<file path="src/rtl/core_inst_sequencer_if.sv">
// Job/status/instruction bundle between a host (master) and the instruction sequencer (slave).
// start is a one-cycle request with no ready: it is accepted only on a cycle where busy is low.
interface core_inst_sequencer_if #(
    parameter int addr_w = 11
);
    logic              start;
    logic [addr_w-1:0] w_base;
    logic [addr_w-1:0] x_base;
    logic [6:0]        n_x;
    logic [addr_w-1:0] p_base;
    logic              acc_en;
    logic [4:0]        status;
    logic [33:0]       inst;
    logic              busy;
    logic              done;
    logic              err;

    modport master (
        output start, w_base, x_base, n_x, p_base, acc_en, status,
        input  inst, busy, done, err
    );

    modport slave (
        input  start, w_base, x_base, n_x, p_base, acc_en, status,
        output inst, busy, done, err
    );
endinterface

</file>
<file path="src/rtl/core_inst_sequencer.sv">
// Drives the core's 34-bit instruction word through kernel load, activation execute and OFIFO drain.
// Every output, inst included, is computed from next-state values and registered.
module core_inst_sequencer #(
    parameter int row    = 8,
    parameter int col    = 8,
    parameter int addr_w = 11,
    parameter int max_x  = 64
) (
    input  logic                 clk,
    input  logic                 reset,
    core_inst_sequencer_if.slave bus,
    output logic [2:0]           dbg_state_o
);
    localparam int          CW        = $clog2(max_x + row + col + 1);
    localparam logic [33:0] IDLE_INST = 34'h1_800C_0000;

    typedef enum logic [2:0] {
        S_IDLE, S_WRD, S_WLD, S_FLUSH1, S_XRD, S_EXE, S_DRAIN, S_DONE
    } state_t;

    state_t            state_q, state_d;
    logic [CW-1:0]     k_q, k_d, nx_q, nx_d;
    logic [CW-1:0]     rcnt_q, rcnt_d, wcnt_q, wcnt_d, j_q, j_d;
    logic [addr_w-1:0] w_q, w_d, x_q, x_d, p_q, p_d;
    logic              acc_q, acc_d, rd_q, rd_d, wr_q, wr_d;
    logic              busy_q, busy_d, done_q, done_d, err_q, err_d;
    logic [33:0]       inst_q, inst_d;
    logic [6:0]        n_lim;
    logic              unused_status;

    assign unused_status = &{1'b0, bus.status[3:2], bus.status[0]};

    always_comb begin
        n_lim = bus.n_x;
        if (bus.n_x == 7'd0)
            n_lim = 7'd1;
        else if (bus.n_x > 7'(max_x))
            n_lim = 7'(max_x);
    end

    always_comb begin
        state_d = state_q;
        k_d     = k_q;
        nx_d    = nx_q;
        w_d     = w_q;
        x_d     = x_q;
        p_d     = p_q;
        acc_d   = acc_q;
        rd_d    = 1'b0;
        wr_d    = 1'b0;
        rcnt_d  = rcnt_q;
        wcnt_d  = wcnt_q;
        j_d     = j_q;
        // Overflow is judged against the l0_wr actually on the bus this cycle.
        err_d   = err_q | (inst_q[2] & bus.status[1]);

        case (state_q)
            S_IDLE: if (bus.start) begin
                nx_d    = CW'(n_lim);
                w_d     = bus.w_base;
                x_d     = bus.x_base;
                p_d     = bus.p_base;
                acc_d   = bus.acc_en;
                err_d   = 1'b0;
                k_d     = '0;
                state_d = S_WRD;
            end
            S_WRD: begin
                k_d = k_q + CW'(1);
                if (k_q == CW'(row)) begin k_d = '0; state_d = S_WLD; end
            end
            S_WLD: begin
                k_d = k_q + CW'(1);
                if (k_q == CW'(row - 1)) begin k_d = '0; state_d = S_FLUSH1; end
            end
            S_FLUSH1: begin
                k_d = k_q + CW'(1);
                if (k_q == CW'(row + col - 1)) begin k_d = '0; state_d = S_XRD; end
            end
            S_XRD: begin
                k_d = k_q + CW'(1);
                if (k_q == nx_q) begin k_d = '0; state_d = S_EXE; end
            end
            S_EXE: begin
                k_d = k_q + CW'(1);
                if (k_q == nx_q - CW'(1)) begin
                    k_d     = '0;
                    rcnt_d  = '0;
                    wcnt_d  = '0;
                    j_d     = '0;
                    state_d = S_DRAIN;
                end
            end
            S_DRAIN: begin
                // A read seen this cycle becomes the PMEM write of the next one.
                rd_d   = bus.status[4] && (rcnt_q < nx_q);
                rcnt_d = rcnt_q + CW'(rd_d);
                wr_d   = rd_q;
                j_d    = wcnt_q;
                wcnt_d = wcnt_q + CW'(rd_q);
                if (wr_q && (j_q == nx_q - CW'(1))) begin
                    rd_d    = 1'b0;
                    wr_d    = 1'b0;
                    state_d = S_DONE;
                end
            end
            S_DONE:  state_d = S_IDLE;
            default: state_d = S_IDLE;
        endcase

        inst_d = IDLE_INST;
        if (state_d != S_IDLE)
            inst_d[33] = acc_d;
        case (state_d)
            S_WRD: begin
                if (k_d < CW'(row)) begin
                    inst_d[19]   = 1'b0;
                    inst_d[17:7] = w_d + addr_w'(k_d);
                end
                inst_d[2] = (k_d != '0);
            end
            S_WLD: begin
                inst_d[3] = 1'b1;
                inst_d[0] = 1'b1;
            end
            S_XRD: begin
                if (k_d < nx_d) begin
                    inst_d[19]   = 1'b0;
                    inst_d[17:7] = x_d + addr_w'(k_d);
                end
                inst_d[2] = (k_d != '0);
            end
            S_EXE: begin
                inst_d[3] = 1'b1;
                inst_d[1] = 1'b1;
            end
            S_DRAIN: begin
                inst_d[6] = rd_d;
                if (wr_d) begin
                    inst_d[32]    = 1'b0;
                    inst_d[31]    = 1'b0;
                    inst_d[30:20] = p_d + addr_w'(j_d);
                end
            end
            default: ;
        endcase

        busy_d = (state_d != S_IDLE);
        done_d = (state_d == S_DONE);
    end

    always_ff @(posedge clk or posedge reset) begin
        if (reset) begin
            state_q <= S_IDLE;
            k_q     <= '0;
            nx_q    <= '0;
            rcnt_q  <= '0;
            wcnt_q  <= '0;
            j_q     <= '0;
            w_q     <= '0;
            x_q     <= '0;
            p_q     <= '0;
            acc_q   <= 1'b0;
            rd_q    <= 1'b0;
            wr_q    <= 1'b0;
            busy_q  <= 1'b0;
            done_q  <= 1'b0;
            err_q   <= 1'b0;
            inst_q  <= IDLE_INST;
        end else begin
            state_q <= state_d;
            k_q     <= k_d;
            nx_q    <= nx_d;
            rcnt_q  <= rcnt_d;
            wcnt_q  <= wcnt_d;
            j_q     <= j_d;
            w_q     <= w_d;
            x_q     <= x_d;
            p_q     <= p_d;
            acc_q   <= acc_d;
            rd_q    <= rd_d;
            wr_q    <= wr_d;
            busy_q  <= busy_d;
            done_q  <= done_d;
            err_q   <= err_d;
            inst_q  <= inst_d;
        end
    end

    assign bus.inst    = inst_q;
    assign bus.busy    = busy_q;
    assign bus.done    = done_q;
    assign bus.err     = err_q;
    assign dbg_state_o = state_q;
endmodule

</file>
<file path="src/flat_wrapper.sv">
// flat-port wrapper written by rule: the top's interface ports become plain ports
module core_inst_sequencer_flat 
#(
    parameter int row    = 8,
    parameter int col    = 8,
    parameter int addr_w = 11,
    parameter int max_x  = 64
)
  (clk, reset, dbg_state_o, bus_start, bus_w_base, bus_x_base, bus_n_x, bus_p_base, bus_acc_en, bus_status, bus_inst, bus_busy, bus_done, bus_err);
  core_inst_sequencer_if #(.addr_w(addr_w)) bus_i ();
  input  logic clk;
  input  logic reset;
  output logic [2:0] dbg_state_o;
  input wire logic [$bits(bus_i.start)-1:0] bus_start;
  input wire logic [$bits(bus_i.w_base)-1:0] bus_w_base;
  input wire logic [$bits(bus_i.x_base)-1:0] bus_x_base;
  input wire logic [$bits(bus_i.n_x)-1:0] bus_n_x;
  input wire logic [$bits(bus_i.p_base)-1:0] bus_p_base;
  input wire logic [$bits(bus_i.acc_en)-1:0] bus_acc_en;
  input wire logic [$bits(bus_i.status)-1:0] bus_status;
  output wire logic [$bits(bus_i.inst)-1:0] bus_inst;
  output wire logic [$bits(bus_i.busy)-1:0] bus_busy;
  output wire logic [$bits(bus_i.done)-1:0] bus_done;
  output wire logic [$bits(bus_i.err)-1:0] bus_err;
  assign bus_i.start = bus_start;
  assign bus_i.w_base = bus_w_base;
  assign bus_i.x_base = bus_x_base;
  assign bus_i.n_x = bus_n_x;
  assign bus_i.p_base = bus_p_base;
  assign bus_i.acc_en = bus_acc_en;
  assign bus_i.status = bus_status;
  assign bus_inst = bus_i.inst;
  assign bus_busy = bus_i.busy;
  assign bus_done = bus_i.done;
  assign bus_err = bus_i.err;
  core_inst_sequencer #(.row(row), .col(col), .addr_w(addr_w), .max_x(max_x)) u_core (.clk(clk), .reset(reset), .bus(bus_i), .dbg_state_o(dbg_state_o));
endmodule
</file>
<file path="config.mk">
export PLATFORM = sky130hd
export DESIGN_NAME = core_inst_sequencer_flat
export DESIGN_NICKNAME = d
export VERILOG_FILES = /design/src/rtl/core_inst_sequencer_if.sv /design/src/rtl/core_inst_sequencer.sv /design/src/flat_wrapper.sv
export SDC_FILE = /design/constraint.sdc
export NUM_CORES = 1
export LEC_CHECK = 0
export BUFFER_PORTS_ARGS = -buffer_cell sky130_fd_sc_hd__buf_4
export CAP_MARGIN = 10
export CORE_MARGIN = 10
export CORE_UTILIZATION = 60
export DETAILED_ROUTE_END_ITERATION = 10
export GPL_TIMING_DRIVEN = 0
export PLACE_DENSITY = 0.87
export SETUP_SLACK_MARGIN = 0.05
export SLEW_MARGIN = 10
export SYNTH_ARGS = -nofsm -noshare
export SYNTH_HDL_FRONTEND = slang
export SYNTH_SLANG_ARGS = --single-unit
export TNS_END_PERCENT = 100
</file>
<file path="constraint.sdc">
create_clock -name clk -period 6.85 [get_ports clk]
set_clock_uncertainty 0.1 [all_clocks]
set_input_delay 0 -clock clk [delete_from_list [all_inputs] [get_ports clk]]
set_output_delay 0 -clock clk [all_outputs]
set_load 0.05 [all_outputs]
</file>
# Yosys cells after proc, flatten, opt, wreduce, memory -nomap -nowiden
# Index checks and enable logic that the tools add are counted.
word_totals:
  elab_cells: 111
  latchBits: 0
  romBits: 0
  n_memories: 0
  out_inout_bits: 40
  ram_bits: 0
  ff_bits: 108
op_classes:
  order_cmp: 4
  muxes: 52
  n_eq_ne: 20
  shifts: 0
  bitwise_logic: 2
  n_addsub: 7
  reduce_logical: 10
  mul: 0
  n_div: 0
ops:
  columns: ["op", "count"]
  rows:
  - ["11-bit two-way mux", 8]
  - ["7-bit two-way mux", 12]
  - ["7-bit case mux with 2 select lines", 3]
  - ["7-bit case mux with 6 select lines", 1]
  - ["11-bit by 7-bit adder with 11-bit output", 3]
  - ["13-bit two-way mux", 2]
  - ["3-bit == test, second input constant", 8]
  - ["3-bit case mux with 8 select lines", 1]
  - ["11-bit case mux with 2 select lines", 1]
  - ["7-bit == test", 3]
  - ["3-bit two-way mux", 7]
  - ["1-bit two-way mux", 16]
  - ["7-bit by 1-bit adder with 7-bit output", 2]
  - ["7-bit by 4-bit == test with 1-bit output, second input constant", 2]
  - ["7-bit less-than comparator", 2]
  - ["3-bit by 2-bit == test with 1-bit output, second input constant", 3]
  - ["7-bit by 1-bit adder with 7-bit output, second input constant", 1]
  - ["7-bit by 3-bit == test with 1-bit output, second input constant", 1]
  - ["7-bit > comparator, second input constant", 1]
  - ["7-bit zero test", 1]
  - ["7-bit by 4-bit less-than comparator with 1-bit output, second input constant", 1]
  - ["7-bit nonzero test", 1]
  - ["7-bit by 1-bit subtractor with 7-bit output, second input constant", 1]
  - ["3-bit by 1-bit == test with 1-bit output, second input constant", 2]
  - ["other kinds (10)", 12]

# Longest topological paths before layout
depth:
  ltp_word: 8
  mapped_depth: 22
  ltp_nobuf: 21

# Worst setup path before layout
# No wires, ideal clock.
synth_path:
  path_type: "register -> register"
  start: "reg u_core.state_q[0], in the netlist u_core.dbg_state_o[0]"
  end: "reg u_core.inst_q[29], in the netlist u_core.bus.inst[29]"
  setup_slack_ns: 2.389
  setup_ns: 0.132
  t_arrival_ns: 4.229
  period_less_slack_ns: 4.461
  required_ns: 6.618
  stages_incl_launch_ff: 20
  cell_sequence: "dfrtp_1 clkbuf_1 nor2_1 and3_1 clkbuf_1 buf_1 clkbuf_1 buf_1 mux2i_1 inv_1 ha_1 a21o_1 a21oi_1 o21bai_1 a21oi_1 o21bai_1 a21oi_1 nor3_1 xnor2_1 nor2_1"
synth_between:
  elab_chain_len: 5
synth_lines:
  columns: ["item", "line", "source"]
  rows:
  - ["start: declaration", "core_inst_sequencer.sv:21", "state_t state_q, state_d;"]
  - ["start signal: assignment", "core_inst_sequencer.sv:171", "state_q <= state_d;"]
  - ["3-bit zero test", "core_inst_sequencer.sv:57", "case (state_q)"]
  - ["11-bit two-way mux", "core_inst_sequencer.sv:57", null]
  - ["via u_core.p_d[1]", "core_inst_sequencer.sv:24", "logic [addr_w-1:0] w_q, w_d, x_q, x_d, p_q, p_d;"]
  - ["11-bit by 7-bit adder with 11-bit output", "core_inst_sequencer.sv:142", "inst_d[30:20] = p_d + addr_w'(j_d);"]
  - ["13-bit two-way mux", "core_inst_sequencer.sv:139", "if (wr_d) begin"]
  - ["13-bit two-way mux", "core_inst_sequencer.sv:114", "case (state_d)"]
  - ["via u_core.inst_d[29]", "core_inst_sequencer.sv:27", "logic [33:0] inst_q, inst_d;"]
  - ["end signal: assignment", "core_inst_sequencer.sv:186", "inst_q <= inst_d;"]
  - ["end: declaration", "core_inst_sequencer.sv:27", null]
# The timed path passes the listed nets, and every way through them passes these cells.
# A chain may end at the register's enable or synchronous reset.

# Worst setup path after layout
layout_path:
  start: "reg u_core.state_q[0], in the netlist u_core.dbg_state_o[0]"
  end: "reg u_core.inst_q[30], in the netlist u_core.bus.inst[30]"
# Same word-level chain as after synthesis.

==> impl_metrics.ini <==
[finish]
final_nets = 901
diodes = 0
num-fill-cells = 653
final_layout_size_suffix_gt1_frac = 0.1565
areaGrowthSynthToFinish_pct = 23.32
final_common_cell = nand2_1
final_cell_mix = nand2_1 (112), dfrtp_1 (105), buf_4 (87)

[synth]
synth_area_leader_cell = dfrtp_1
synthTopCellsByArea = dfrtp_1 (42%), ha_1 (7.7%), nand2_1 (6.8%), xnor2_1 (4.7%), o21ai_0 (2.8%)
synth_top_area_share = 0.4233
netlist_area_mm2 = 0.006207
synth_ff_type = dfrtp_1
ys_async_sr_fraction = 1.000
ys_warn_count = 0
synth_edf_count = 0
ys_ff_latch = 107
yosys.cell_types.count = 66
avgSynthCellArea_um2 = 9.196
seq_area_frac_synth = 0.4318
synth_cells = 675

[sta]
timing.final.crit_share = 0.8392
tightest_slew_ps = 750.2
finalSetupTns_ps = 0
max_freq_ghz = 0.1740
min_period_ps = 5748
setup_viol = 0
finalMaxSlewViolations = 0
rsz0062_at_grt = no
hold_viol = 0
holdWs_ps = 91.71
setup_ws_ps = 1102
slew_headroom = 0.4999

[clock_network]
clkTransAtPathRegs_ps = 100
cts.sink_count = 107
cts_buffer_depth = 2
worstSkewPairLatency_ps = 370
post_cts_buffers = 0
cts_root_buffer = clkbuf_8
cts_tree = done
htreeDepth = 3
cts_buffers = 9

[global_routing]
grt_overflow = 0
grt_use_total = 0.2311
grt_pass1_vias = 5680
grt_pass1_wl_um = 27760
grt_max_degree = 64
antenna_found_initial = 0

[die]
die_x_um = 121.7
core_area_mm2 = 0.01018
ios = 89
start_util = 0.6095
fp.dieH_um = 121.7
fp-row-count = 37
design.die.area_mm2 = 0.01481

[route]
remaining_drc_errors = 0
antenna_left = 0
vias_per_cell = 5.762
wl_per_cell_um = 17.54
first_iter_violations = 500
dr.pass1.iters = 5
totalWireLength_um = 16740
vias = 5497

[critical_path]
crit_path_max_fanout = 10
endpoint_kind = register
worstPathRequired_ps = 6990
startpoint_type = register
worstSetupPathType = reg2reg
startpoint = u_core.dbg_state_o[0]$_DFF_PP0_
timing.rr.start = u_core.dbg_state_o[0]$_DFF_PP0_
arrival_ps = 5880

[placement]
dpl.hpwl_um = 12260
numPortBuffers = 82
pre_cts_ws_ps = 1241
gp_congestion = 0.9413

[power_and_ir_drop]
ir_worst_vdd_mv = 0.1072
p_per_area_mw_per_mm2 = 141.2
power.leakage_nw = 3.818

[outcome]
status = completed

[worst_hold_path]
min_path_type = in2async

[job]
maxCapViolations = 0
## layout make-up
type | instances | area, um2 | area share
buffer | 30 | 162.7 | 0.02125
clock buffer | 12 | 145.1 | 0.01896
clock inverter | 4 | 50.05 | 0.006538
inverter | 43 | 166.4 | 0.02174
multi-input combinational | 496 | 3207 | 0.4189
sequential | 107 | 2680 | 0.3501
tap | 136 | 170.2 | 0.02223
timing repair buffer | 126 | 1074 | 0.1402
## final timing paths
check | depth (start not counted) | slack, ps | endpoint
worst max-delay path | 22 | 1100 | u_core.bus.inst[30]$_DFF_PP0_
worst min-delay path | 3 | 90 | u_core.bus.inst[7]$_DFF_PP0_
worst max register to register | 22 | 1100 | u_core.bus.inst[30]$_DFF_PP0_
worst min register to register | 2 | 390 | u_core.p_q[6]$_DFF_PP0_
max in group asynchronous | 4 | 5920 | u_core.bus.inst[26]$_DFF_PP0_
min in group clk | 4 | 110 | u_core.nx_q[0]$_DFF_PP0_
## Yosys cell counts (12+ instances only)
| cell type | count |
|---|---|
| nor2_1 | 40 |
| nand2_1 | 112 |
| ha_1 | 38 |
| nor3_1 | 17 |
| xnor2_1 | 33 |
| a21oi_1 | 33 |
| o21ai_0 | 35 |
| xor2_1 | 18 |
| dfrtp_1 | 105 |
| clkbuf_1 | 16 |
| inv_1 | 43 |
| and2_1 | 12 |
## kinds of logic (layout without fill, tap and decap cells)
family | Yosys count | in the layout | share of synthesized area
AO/OA/AOI/OAI | 144 | 144 | 0.1564
XOR/XNOR | 51 | 51 | 0.07196
adder cells (fa/ha/maj) | 40 | 40 | 0.08164
buffers and inverters | 73 | 215 | 0.05221
flip-flops | 107 | 107 | 0.4318
multiplexers | 11 | 11 | 0.01794
other | 2 | 3 | 0.001210
AND/OR/NAND/NOR | 247 | 247 | 0.1869
## per-layer routing
metal | up-vias | global-route usage | part of all wire
met2 | 229 | 0.3992 | 0.50
met1 | 2621 | 0.2675 | 0.39
met4 | 0 | 0.1215 | 0.050
met3 | 65 | 0.04348 | 0.058
met5 | - | 0 | 0
li1 | 2582 | - | -
## worst max-delay path: stages (launching register included)
cell and delay (ps):
dfrtp_1 390, clkbuf_1 220, nor2_1 250, and3_1 180, clkbuf_1 320, buf_1 620
clkbuf_1 550, buf_1 610, nand2_1 120, nand2_1 110, ha_1 170, inv_1 50
fa_1 380, nor2b_1 180, o21ai_0 100, nand2b_1 120, a21oi_1 100, o21bai_1 330
a21o_1 190, nand2_1 90, nor3_1 230, xnor2_1 150, nor2_1 50
## registers in the layout (all words and copies together), names as in the netlist, 3 cells and up
name	cells
u_core.bus.inst	30
u_core.dbg_state_o	3
u_core.j_q	7
u_core.k_q	7
u_core.nx_q	7
u_core.p_q	11
u_core.rcnt_q	7
u_core.w_q	11
u_core.wcnt_q	7
u_core.x_q	11
## per-stage QoR
stage	util	instance area [um2]	instances	power, W
6_report	0.7516	7655	954	0.001081
5_1_grt	0.7516	7655	954	0.001118
4_1_cts	0.7516	7655	954	0.001088
3_5_place_dp	0.6902	7029	895	0.0006868
3_3_place_gp	0.6870	6997	894	0.0006838
2_1_floorplan	-	6211	676	0.0006595
## power by group
part	total [W]	internal (W)	switching (W)
registers	0.000631	0.000631	0.000000000000000127
logic	0.0000630	0.0000362	0.0000268
clock network	0.000386	0.000179	0.000208
## what timing repair did
action | 4_1_cts | 5_1_grt
gates resized for setup | 0 | 0
endpoints found under the hold margin | 159 | 0
hold buffers | 43 | 0
Note: power is estimated with default switching activity, not from simulation.
